===== config.mk =====
export PLATFORM = sky130hd
export DESIGN_NAME = rv_multicycle_ctrl
export DESIGN_NICKNAME = d
export VERILOG_FILES = /design/src/rtl/rv_ctrl_pkg.sv /design/src/rtl/rv_main_decoder.sv /design/src/rtl/rv_multicycle_ctrl.sv
export SDC_FILE = /design/constraint.sdc
export NUM_CORES = 1
export LEC_CHECK = 0
export ABC_CLOCK_PERIOD_IN_PS = 3040
export BUFFER_PORTS_ARGS = -buffer_cell sky130_fd_sc_hd__buf_2
export CAP_MARGIN = 20
export CORE_ASPECT_RATIO = 1.5
export CORE_MARGIN = 2
export CORE_UTILIZATION = 44
export DETAILED_ROUTE_END_ITERATION = 16
export GPL_TIMING_DRIVEN = 0
export HOLD_SLACK_MARGIN = 0.15
export PLACE_DENSITY = 0.73
export SKIP_LAST_GASP = 1
export SLEW_MARGIN = 20
export SYNTH_ARGS = -nofsm -noshare
export SYNTH_HDL_FRONTEND = slang
export SYNTH_HIERARCHICAL = 1
export SYNTH_SLANG_ARGS = --single-unit

===== constraint.sdc =====
create_clock -name clk -period 3.04 [get_ports clk]
set_input_delay 0.456 -clock clk [delete_from_list [all_inputs] [get_ports clk]]
set_output_delay 0.456 -clock clk [all_outputs]
set_load 0.1 [all_outputs]

===== src/rtl/rv_ctrl_pkg.sv =====
// Shared encodings for the RV32I multi-cycle control unit.
package rv_ctrl_pkg;

  localparam int unsigned OP_W = 7;

  // Major opcodes
  localparam logic [OP_W-1:0] OPC_LOAD   = 7'b0000011;
  localparam logic [OP_W-1:0] OPC_STORE  = 7'b0100011;
  localparam logic [OP_W-1:0] OPC_OP     = 7'b0110011;
  localparam logic [OP_W-1:0] OPC_OP_IMM = 7'b0010011;
  localparam logic [OP_W-1:0] OPC_LUI    = 7'b0110111;
  localparam logic [OP_W-1:0] OPC_AUIPC  = 7'b0010111;
  localparam logic [OP_W-1:0] OPC_JAL    = 7'b1101111;
  localparam logic [OP_W-1:0] OPC_JALR   = 7'b1100111;
  localparam logic [OP_W-1:0] OPC_BRANCH = 7'b1100011;
  localparam logic [OP_W-1:0] OPC_SYSTEM = 7'b1110011;

  // funct7 values recognised on OP
  localparam logic [6:0] F7_BASE   = 7'b0000000;
  localparam logic [6:0] F7_ALT    = 7'b0100000;
  localparam logic [6:0] F7_MULDIV = 7'b0000001;

  // SYSTEM immediates that halt the core
  localparam logic [11:0] IMM_ECALL  = 12'h000;
  localparam logic [11:0] IMM_EBREAK = 12'h001;

  // imm_sel encoding
  localparam logic [2:0] IMM_NONE = 3'b000;
  localparam logic [2:0] IMM_I    = 3'b001;
  localparam logic [2:0] IMM_S    = 3'b010;
  localparam logic [2:0] IMM_B    = 3'b011;
  localparam logic [2:0] IMM_U    = 3'b100;
  localparam logic [2:0] IMM_J    = 3'b101;

  // alu_op encoding
  localparam logic [1:0] ALU_ADD   = 2'b00;
  localparam logic [1:0] ALU_BR    = 2'b01;
  localparam logic [1:0] ALU_FUNCT = 2'b10;
  localparam logic [1:0] ALU_MUL   = 2'b11;

  // result_src encoding
  localparam logic [1:0] RES_ALU = 2'b00;
  localparam logic [1:0] RES_MEM = 2'b01;
  localparam logic [1:0] RES_PC4 = 2'b10;
  localparam logic [1:0] RES_MUL = 2'b11;

  // ALU operand selects
  localparam logic [1:0] SRCA_RS1   = 2'b00;
  localparam logic [1:0] SRCA_OLDPC = 2'b01;
  localparam logic [1:0] SRCA_ZERO  = 2'b10;
  localparam logic [1:0] SRCB_RS2   = 2'b00;
  localparam logic [1:0] SRCB_IMM   = 2'b01;
  localparam logic [1:0] SRCB_FOUR  = 2'b10;

  typedef enum logic [3:0] {
    ST_FETCH   = 4'd0,
    ST_DECODE  = 4'd1,
    ST_EXEC    = 4'd2,
    ST_ALUWB   = 4'd3,
    ST_MEMADR  = 4'd4,
    ST_MEMRD   = 4'd5,
    ST_MEMWB   = 4'd6,
    ST_MEMWR   = 4'd7,
    ST_BRANCH  = 4'd8,
    ST_JUMP    = 4'd9,
    ST_MULWAIT = 4'd10,
    ST_HALTED  = 4'd11,
    ST_FAULT   = 4'd12
  } state_e;

  typedef enum logic [3:0] {
    CL_ALU_R   = 4'd0,
    CL_ALU_I   = 4'd1,
    CL_LUI     = 4'd2,
    CL_AUIPC   = 4'd3,
    CL_LOAD    = 4'd4,
    CL_STORE   = 4'd5,
    CL_BRANCH  = 4'd6,
    CL_JAL     = 4'd7,
    CL_JALR    = 4'd8,
    CL_MUL     = 4'd9,
    CL_HALT    = 4'd10,
    CL_ILLEGAL = 4'd11
  } iclass_e;

  // Datapath control bundle driven every cycle
  typedef struct packed {
    logic       mem_req;
    logic       mem_we;
    logic       addr_src;
    logic       ir_write;
    logic       pc_write;
    logic       reg_write;
    logic [1:0] alu_src_a;
    logic [1:0] alu_src_b;
    logic [1:0] alu_op;
    logic [1:0] result_src;
    logic [2:0] imm_sel;
    logic       branch;
    logic       mul_start;
    logic       retire;
  } ctrl_t;

endpackage


===== src/rtl/rv_main_decoder.sv =====
// Classifies the latched instruction and picks its immediate format.
module rv_main_decoder
  import rv_ctrl_pkg::*;
#(
  parameter int unsigned SUPPORT_M = 0
) (
  input  logic [6:0]  op,
  input  logic [2:0]  funct3,
  input  logic [6:0]  funct7,
  input  logic [11:0] imm,
  output iclass_e     iclass_o,
  output logic [2:0]  imm_sel_o,
  output logic        legal_o
);

  // Opcode/funct decode to instruction class
  always_comb begin
    iclass_o  = CL_ILLEGAL;
    imm_sel_o = IMM_NONE;
    case (op)
      OPC_LOAD: begin
        iclass_o  = CL_LOAD;
        imm_sel_o = IMM_I;
      end
      OPC_STORE: begin
        iclass_o  = CL_STORE;
        imm_sel_o = IMM_S;
      end
      OPC_OP_IMM: begin
        iclass_o  = CL_ALU_I;
        imm_sel_o = IMM_I;
      end
      OPC_OP: begin
        if (funct7 == F7_BASE || funct7 == F7_ALT) begin
          iclass_o = CL_ALU_R;
        end else if (funct7 == F7_MULDIV && SUPPORT_M != 0) begin
          iclass_o = CL_MUL;
        end
      end
      OPC_LUI: begin
        iclass_o  = CL_LUI;
        imm_sel_o = IMM_U;
      end
      OPC_AUIPC: begin
        iclass_o  = CL_AUIPC;
        imm_sel_o = IMM_U;
      end
      OPC_JAL: begin
        iclass_o  = CL_JAL;
        imm_sel_o = IMM_J;
      end
      OPC_JALR: begin
        iclass_o  = CL_JALR;
        imm_sel_o = IMM_I;
      end
      OPC_BRANCH: begin
        iclass_o  = CL_BRANCH;
        imm_sel_o = IMM_B;
      end
      OPC_SYSTEM: begin
        if (funct3 == 3'b000 && (imm == IMM_ECALL || imm == IMM_EBREAK)) begin
          iclass_o = CL_HALT;
        end
      end
      default: ;
    endcase
  end

  assign legal_o = (iclass_o != CL_ILLEGAL);

endmodule


===== src/rtl/rv_multicycle_ctrl.sv =====
// Multi-cycle RV32I control FSM with memory handshake timeout and optional MUL sequencing.
module rv_multicycle_ctrl
  import rv_ctrl_pkg::*;
#(
  parameter int unsigned SUPPORT_M   = 0,
  parameter int unsigned MEM_TIMEOUT = 15
) (
  input  logic        clk,
  input  logic        rst_n,
  input  logic [6:0]  op,
  input  logic [2:0]  funct3,
  input  logic [6:0]  funct7,
  input  logic [11:0] imm,
  input  logic        mem_ready,
  input  logic        mul_done,
  output logic        mem_req,
  output logic        mem_we,
  output logic        addr_src,
  output logic        ir_write,
  output logic        pc_write,
  output logic        reg_write,
  output logic [1:0]  alu_src_a,
  output logic [1:0]  alu_src_b,
  output logic [1:0]  alu_op,
  output logic [1:0]  result_src,
  output logic [2:0]  imm_sel,
  output logic        branch,
  output logic        mul_start,
  output logic        retire,
  output logic        halted,
  output logic        fault,
  output logic [3:0]  state_o
);

  localparam int unsigned CNT_W = $clog2(MEM_TIMEOUT + 1);
  localparam logic [CNT_W-1:0] CNT_MAX = CNT_W'(MEM_TIMEOUT);

  state_e           state_q, state_d;
  logic [CNT_W-1:0] cnt_q, cnt_d;
  logic             halted_q, halted_d;
  logic             fault_q, fault_d;

  iclass_e    iclass;
  logic [2:0] dec_imm_sel;
  logic       dec_legal;
  ctrl_t      ctrl, ctrl_out;

  rv_main_decoder #(
    .SUPPORT_M (SUPPORT_M)
  ) u_dec (
    .op        (op),
    .funct3    (funct3),
    .funct7    (funct7),
    .imm       (imm),
    .iclass_o  (iclass),
    .imm_sel_o (dec_imm_sel),
    .legal_o   (dec_legal)
  );

  // State, wait counter and sticky status registers
  always_ff @(posedge clk) begin
    if (!rst_n) begin
      state_q  <= ST_FETCH;
      cnt_q    <= '0;
      halted_q <= 1'b0;
      fault_q  <= 1'b0;
    end else begin
      state_q  <= state_d;
      cnt_q    <= cnt_d;
      halted_q <= halted_d;
      fault_q  <= fault_d;
    end
  end

  // Next-state and per-state control decode
  always_comb begin
    state_d = state_q;
    cnt_d   = cnt_q;
    ctrl    = '0;

    case (state_q)
      ST_FETCH: begin
        ctrl.mem_req = 1'b1;
        if (mem_ready) begin
          ctrl.ir_write = 1'b1;
          ctrl.pc_write = 1'b1;
          state_d       = ST_DECODE;
        end
      end
      ST_DECODE: begin
        ctrl.imm_sel = dec_imm_sel;
        if (!dec_legal) begin
          state_d = ST_FAULT;
        end else begin
          case (iclass)
            CL_LOAD, CL_STORE:                   state_d = ST_MEMADR;
            CL_ALU_R, CL_ALU_I, CL_LUI, CL_AUIPC: state_d = ST_EXEC;
            CL_BRANCH:                           state_d = ST_BRANCH;
            CL_JAL, CL_JALR:                     state_d = ST_JUMP;
            CL_HALT:                             state_d = ST_HALTED;
            CL_MUL: begin
              ctrl.mul_start = 1'b1;
              state_d        = ST_MULWAIT;
            end
            default:                             state_d = ST_FAULT;
          endcase
        end
      end
      ST_EXEC: begin
        ctrl.imm_sel = dec_imm_sel;
        case (iclass)
          CL_ALU_R: begin
            ctrl.alu_src_a = SRCA_RS1;
            ctrl.alu_src_b = SRCB_RS2;
            ctrl.alu_op    = ALU_FUNCT;
          end
          CL_ALU_I: begin
            ctrl.alu_src_a = SRCA_RS1;
            ctrl.alu_src_b = SRCB_IMM;
            ctrl.alu_op    = ALU_FUNCT;
          end
          CL_LUI: begin
            ctrl.alu_src_a = SRCA_ZERO;
            ctrl.alu_src_b = SRCB_IMM;
            ctrl.alu_op    = ALU_ADD;
          end
          CL_AUIPC: begin
            ctrl.alu_src_a = SRCA_OLDPC;
            ctrl.alu_src_b = SRCB_IMM;
            ctrl.alu_op    = ALU_ADD;
          end
          default: ;
        endcase
        state_d = ST_ALUWB;
      end
      ST_ALUWB: begin
        ctrl.reg_write  = 1'b1;
        ctrl.result_src = RES_ALU;
        ctrl.retire     = 1'b1;
        state_d         = ST_FETCH;
      end
      ST_MEMADR: begin
        ctrl.imm_sel   = dec_imm_sel;
        ctrl.alu_src_a = SRCA_RS1;
        ctrl.alu_src_b = SRCB_IMM;
        ctrl.alu_op    = ALU_ADD;
        state_d        = (iclass == CL_STORE) ? ST_MEMWR : ST_MEMRD;
      end
      ST_MEMRD: begin
        ctrl.mem_req  = 1'b1;
        ctrl.addr_src = 1'b1;
        if (mem_ready) begin
          state_d = ST_MEMWB;
        end
      end
      ST_MEMWB: begin
        ctrl.reg_write  = 1'b1;
        ctrl.result_src = RES_MEM;
        ctrl.retire     = 1'b1;
        state_d         = ST_FETCH;
      end
      ST_MEMWR: begin
        ctrl.mem_req  = 1'b1;
        ctrl.mem_we   = 1'b1;
        ctrl.addr_src = 1'b1;
        if (mem_ready) begin
          ctrl.retire = 1'b1;
          state_d     = ST_FETCH;
        end
      end
      ST_BRANCH: begin
        ctrl.imm_sel = dec_imm_sel;
        ctrl.alu_op  = ALU_BR;
        ctrl.branch  = 1'b1;
        ctrl.retire  = 1'b1;
        state_d      = ST_FETCH;
      end
      ST_JUMP: begin
        ctrl.imm_sel    = dec_imm_sel;
        ctrl.alu_src_a  = (iclass == CL_JAL) ? SRCA_OLDPC : SRCA_RS1;
        ctrl.alu_src_b  = SRCB_IMM;
        ctrl.alu_op     = ALU_ADD;
        ctrl.reg_write  = 1'b1;
        ctrl.result_src = RES_PC4;
        ctrl.pc_write   = 1'b1;
        ctrl.retire     = 1'b1;
        state_d         = ST_FETCH;
      end
      ST_MULWAIT: begin
        ctrl.alu_op     = ALU_MUL;
        ctrl.result_src = RES_MUL;
        if (mul_done) begin
          ctrl.reg_write = 1'b1;
          ctrl.retire    = 1'b1;
          state_d        = ST_FETCH;
        end
      end
      ST_HALTED: ;
      ST_FAULT:  ;
      default:   state_d = ST_FAULT;
    endcase

    // Memory wait accounting: count unanswered request cycles, fault once the budget is spent
    if (ctrl.mem_req && !mem_ready) begin
      if (cnt_q == CNT_MAX) begin
        state_d = ST_FAULT;
      end else begin
        cnt_d = cnt_q + CNT_W'(1);
      end
    end
    if (state_d != state_q) begin
      cnt_d = '0;
    end

    halted_d = halted_q | (state_d == ST_HALTED);
    fault_d  = fault_q  | (state_d == ST_FAULT);
  end

  // Nothing commits while reset is asserted, even mid-handshake
  assign ctrl_out = rst_n ? ctrl : '0;

  assign mem_req    = ctrl_out.mem_req;
  assign mem_we     = ctrl_out.mem_we;
  assign addr_src   = ctrl_out.addr_src;
  assign ir_write   = ctrl_out.ir_write;
  assign pc_write   = ctrl_out.pc_write;
  assign reg_write  = ctrl_out.reg_write;
  assign alu_src_a  = ctrl_out.alu_src_a;
  assign alu_src_b  = ctrl_out.alu_src_b;
  assign alu_op     = ctrl_out.alu_op;
  assign result_src = ctrl_out.result_src;
  assign imm_sel    = ctrl_out.imm_sel;
  assign branch     = ctrl_out.branch;
  assign mul_start  = ctrl_out.mul_start;
  assign retire     = ctrl_out.retire;
  assign halted     = halted_q;
  assign fault      = fault_q;
  assign state_o    = 4'(state_q);

endmodule


### Word level (Yosys, flattened, before mapping)

Index checks and enable logic that the tools add are counted.

* bits of input ports: 33
* word-level logic and storage cells: 106
* output and inout bits: 26
* register bits: 10

* equal/unequal tests: 39
* add/subtract/negate cells: 1
* bitwise gates (word level): 4
* reduce and logical (&&, ||, !) cells: 23
* mux-type cells: 35

Operators by type and width (count)
* $eq A4 B4 Y1 const B: 11
* $pmux W4 S10: 1
* $pmux W4 S9: 1
* $eq A4 B3 Y1 const B: 8
* $mux W4: 8
* $eq A7 B6 Y1 const B: 4
* $eq A7 B7 Y1 const B: 4
* $pmux W4 S6: 1
* $pmux W6 S4: 1
* $mux W20: 1
* $eq A4 B2 Y1 const B: 4
* $pmux W3 S5: 1
* $eq A7 B5 Y1 const B: 2
* $eq A12 B1 Y1 const B: 1
* $logic_not A12 Y1: 1
* $mux W1: 12
* $pmux W2 S3: 2
* $pmux W4 S3: 1
* $reduce_or A2 Y1: 6
* $reduce_or A3 Y1: 3
* $eq A4 B1 Y1 const B: 2
* $logic_not A4 Y1: 2
* $reduce_or A4 Y1: 2
* $eq A7 B2 Y1 const B: 1
* other kinds (16): 22

### Depth between registers and ports, before layout

* word-level depth: 14
* gate-level depth with buffers: 11
* gate-level depth less buffers: 9

### By module

Netlist, hierarchy kept.

By module, submodules not included
* rv_multicycle_ctrl: instances 1, area each 1142.3 µm², cells an instance 159
* rv_main_decoder: instances 1, area each 309.0 µm², cells an instance 45

### Worst setup path after synthesis

OpenSTA, ideal clock, no wires.

* path type: in2out
* start: input funct7[1]
* end: output alu_op[1]
* data required time: 2.584 ns
* stages on the path: 7
* arrival time: 4.972 ns
* setup slack: -2.388 ns
* path buffers: 1
* path through: or4_4 > o31ai_4 > o211ai_2 > or3_1 > clkbuf_1 > o21bai_1 > nor4bb_1

* word-level cells in the longest chain between the ends: 8
* elaborated cells on any way between the ends: 12
* those cells by class: 4 x eq/ne; 5 x mux; 3 x reduce/logical

Ends and longest elaborated chain
* start, declared: line rv_multicycle_ctrl.sv:12 `input logic [6:0] funct7,`
* $eq A7 B6 Y1 or $logic_not A7 Y1 (tied branches): line rv_main_decoder.sv:34 `if (funct7 == F7_BASE || funct7 == F7_ALT) begin`
* $logic_or A1 B1 Y1 (*): line rv_main_decoder.sv:34
* $mux W4 (*): line rv_main_decoder.sv:34
* $pmux W4 S10 (*): line rv_main_decoder.sv:20 `case (op)`
* net iclass[1]: line rv_multicycle_ctrl.sv:43 `iclass_e iclass;`
* $eq A4 B2 Y1 (tied with other cells): line rv_multicycle_ctrl.sv:111 `case (iclass)`
* $pmux W6 S4 (*): line rv_multicycle_ctrl.sv:111
* $pmux W2 S3 (*): line rv_multicycle_ctrl.sv:81 `case (state_q)`
* $mux W20 (*): line rv_multicycle_ctrl.sv:220 `assign ctrl_out = rst_n ? ctrl : '0;`
* end, declared: line rv_multicycle_ctrl.sv:24 `output logic [1:0] alu_op,`

Mark *: on every way through the listed nets, which the timed path passes. The rest lies on a longest branch.

### Worst setup path after layout

Same ends and word-level chain as after synthesis.

==> results.ini <==
[run_status]
status = finished, violations left
violations = setup timing

[setup_path]
critPathKind = input pin to primary output
slowest_stage = or4_4
path_cells = buf_6 -> or4_4 -> o31ai_4 -> o211a_1 -> a31oi_4 -> nor3_1 -> nand2_1 -> o21bai_1 -> nor4bb_4 -> buf_6
start_kind = input pin
r2r-start = state_o[0]
reg2reg_to = cnt_q[2]
cp_num_buf_inv = 2
max_stage_delay_ns = 0.53
cp.required_ns = 2.58
r2r_slack_ns = 0.90
crit_path_end_kind = primary output
crit_family = simple AND/OR/NAND/NOR gates
crit_arrival_ns = 2.59
cp_max_fo = 8
r2r_cells = 6
cp_common_cell = buf_6

[drt]
wire_per_inst_um = 15.0
wl_um = 4550
vias = 1836
via_per_inst = 6.06
drt_iter0_markers = 42
first_pass_iters = 4
drc_errors = 0
drtAntennaViolNets = 0

[cts]
cts-root-buf = clkbuf_8
cts_hold_buffers = 0
cts_tree = yes
htreeDepth = 1
numCtsBuffers = 3
clock_sinks = 10
clk_pin_slew_ns = 0.05
clock_latency_ns = 0.24
clk_path_buf_depth = 2

[die]
die_area_mm2 = 0.00378
pin_count = 59
fp.dieW_um = 50.9
die_y_um = 74.3
rows = 25
floorplan.initialDensity = 0.459
core_mm2 = 0.00316

[power_and_ir_drop]
p_per_area_mw_per_mm2 = 338
vdd_drop_max_mv = 0.348
p_int_mw = 0.367
p_leak_nw = 0.868
switching_share = 0.481
power.switching_mw = 0.340
pwr-share-comb = 0.543
pwr-share-seq = 0.216
p_clk_frac = 0.240
p_total_mw = 0.708

[sta]
max_slew.worst_pin.slew_ns = 0.569
rsz0062_at_grt = true
relSlewSlack = 0.611
whs_ns = 0.484
slew_viol_final = 0
max_freq_ghz = 0.328
min_period_ns = 3.04
clock-skew-final_ns = 0.00397
fin_crit_sh = 1.00
setup_viol = 3
hold_viol = 0
finalWorstSetupSlack_ns = -0.00465

[grt]
gr-total-overflow = 0
antenna_found_initial = 0
grt_usage = 0.239
grt_pass1_vias = 1605
grt_max_degree = 11
grt_pass1_wl_um = 7140

[hold_path]
hold_path.class = flip-flop to flip-flop
hp-start = halted
hold_depth = 1
min_to = halted

[yosys]
ys.flop_type = dfxtp_1
synth_edf_count = 0
syn_inst = 204
yosysTopAreaCell = dfxtp_1
synth.cell_area_mm2 = 0.00145
yosysWarnings = 6
ys_ff_latch = 10
avgSynthCellArea_um2 = 7.11
async_flop_share = 0
yosysUniqueCellTypes = 70
ys_seq_area_frac = 0.138
synth_top_area_frac = 0.138
syn-num-nets = 238
ys_top_cells_by_area = dfxtp_1 (14%), nor2_1 (5.7%), a21oi_1 (4.5%)

[finish]
final_cell_mix = buf_2 (50), nand2_1 (15), nor2_1 (15), a21oi_1 (12), nand2b_1 (9)
num_antenna_cells = 0
fillCellCount = 301
nNetsFinal = 298
drive_gt1_frac = 0.426
final_common_cell = buf_2
area_delta_synth_final_pct = 44.4

[flow_run]
maxCapViolations = 0

[place]
place.gp.congestion = 0.908
dpl.hpwl_um = 3390
portBuffers = 52

==> flip-flops by register name, indices dropped and copies added (netlist names) <==
name / flops
fault: 1
cnt_q: 4
halted: 1
state_o: 4
==> power by group through the flow <==
stage          Clock, mW  Sequential [mW]  Combinational [mW]
2_1_floorplan          0            0.196               0.247
3_3_place_gp           0            0.154               0.360
3_5_place_dp           0            0.154               0.363
4_1_cts            0.173            0.152               0.373
5_1_grt            0.176            0.155               0.407
6_report           0.170            0.153               0.384
==> worst max-delay path by stage <==
stage	from	to	slack, ns	cells past startpoint
after detailed placement	funct7[1]	cnt_q[2]	-0.31	11
after global placement	funct7[1]	cnt_q[1]	-0.28	11
after CTS	funct7[1]	alu_op[1]	-0.009	10
after floorplan	funct7[1]	alu_op[1]	-0.41	7
final	funct7[1]	alu_op[1]	-0.005	10
after global routing	funct7[1]	cnt_q[2]	-0.11	10
==> cell type report <==
type	count	area, um^2	share of cell area
Clock buffer	4	55.1	0.0263
Sequential cell	10	205	0.0979
Tap cell	40	50.0	0.0239
Inverter	7	26.3	0.0125
Multi-Input combinational cell	170	1340	0.637
Buffer	16	93.8	0.0448
Timing Repair Buffer	56	330	0.158
==> stage by stage <==
step,worst slack (ns),cells,cell area [um^2],setup TNS (ns),utilization
4_1_cts,-0.00938,302,2010,-0.0215,0.638
3_3_place_gp,-0.283,296,1900,-1.66,0.603
2_1_floorplan,-0.415,204,1590,-0.902,-
6_report,-0.00465,303,2100,-0.00977,0.663
3_5_place_dp,-0.314,296,1900,-1.83,0.603
5_1_grt,-0.112,303,2100,-0.666,0.663
==> cells in the mapped netlist, types with 3 or more instances <==
master,number
a21oi_1,13
a31oi_1,3
and2_1,3
buf_2,4
clkbuf_1,9
dfxtp_1,10
inv_1,6
nand2_1,15
nand2b_1,9
nand3_1,4
nand3b_1,4
nand4_1,3
nor2_1,22
nor2b_1,3
nor3_1,10
nor4_1,10
o211ai_1,3
o21ai_0,5
xnor2_1,4
==> per-layer routing <==
| layer | part of all wire | vias to the layer above | global-route usage | routed length, um |
|---|---|---|---|---|
| met5 | 0 | - | 0 | 0 |
| li1 | - | 889 | - | - |
| met2 | 0.53 | 75 | 0.459 | 2430 |
| met1 | 0.39 | 862 | 0.260 | 1760 |
| met4 | 0.018 | 0 | 0.0901 | 82 |
| met3 | 0.060 | 10 | 0.0361 | 274 |
==> what timing repair did <==
item                                    CTS  global route
buffers inserted                          2             1
gates resized for setup                   8            13
pin swaps                                 2             3
endpoints found under the setup margin    9            13
cloned                                    0             1
==> cells by family after synthesis <==
kind of cell,after synthesis,synth area share
XOR/XNOR,6,0.0362
multiplexers,2,0.0138
other,1,0.00258
adder cells (fa/ha/maj),1,0.00862
AND/OR/NAND/NOR,107,0.432
buffers and inverters,24,0.0759
flip-flops,10,0.138
AO/OA/AOI/OAI,53,0.293
Power figures use the tool's default switching activity.
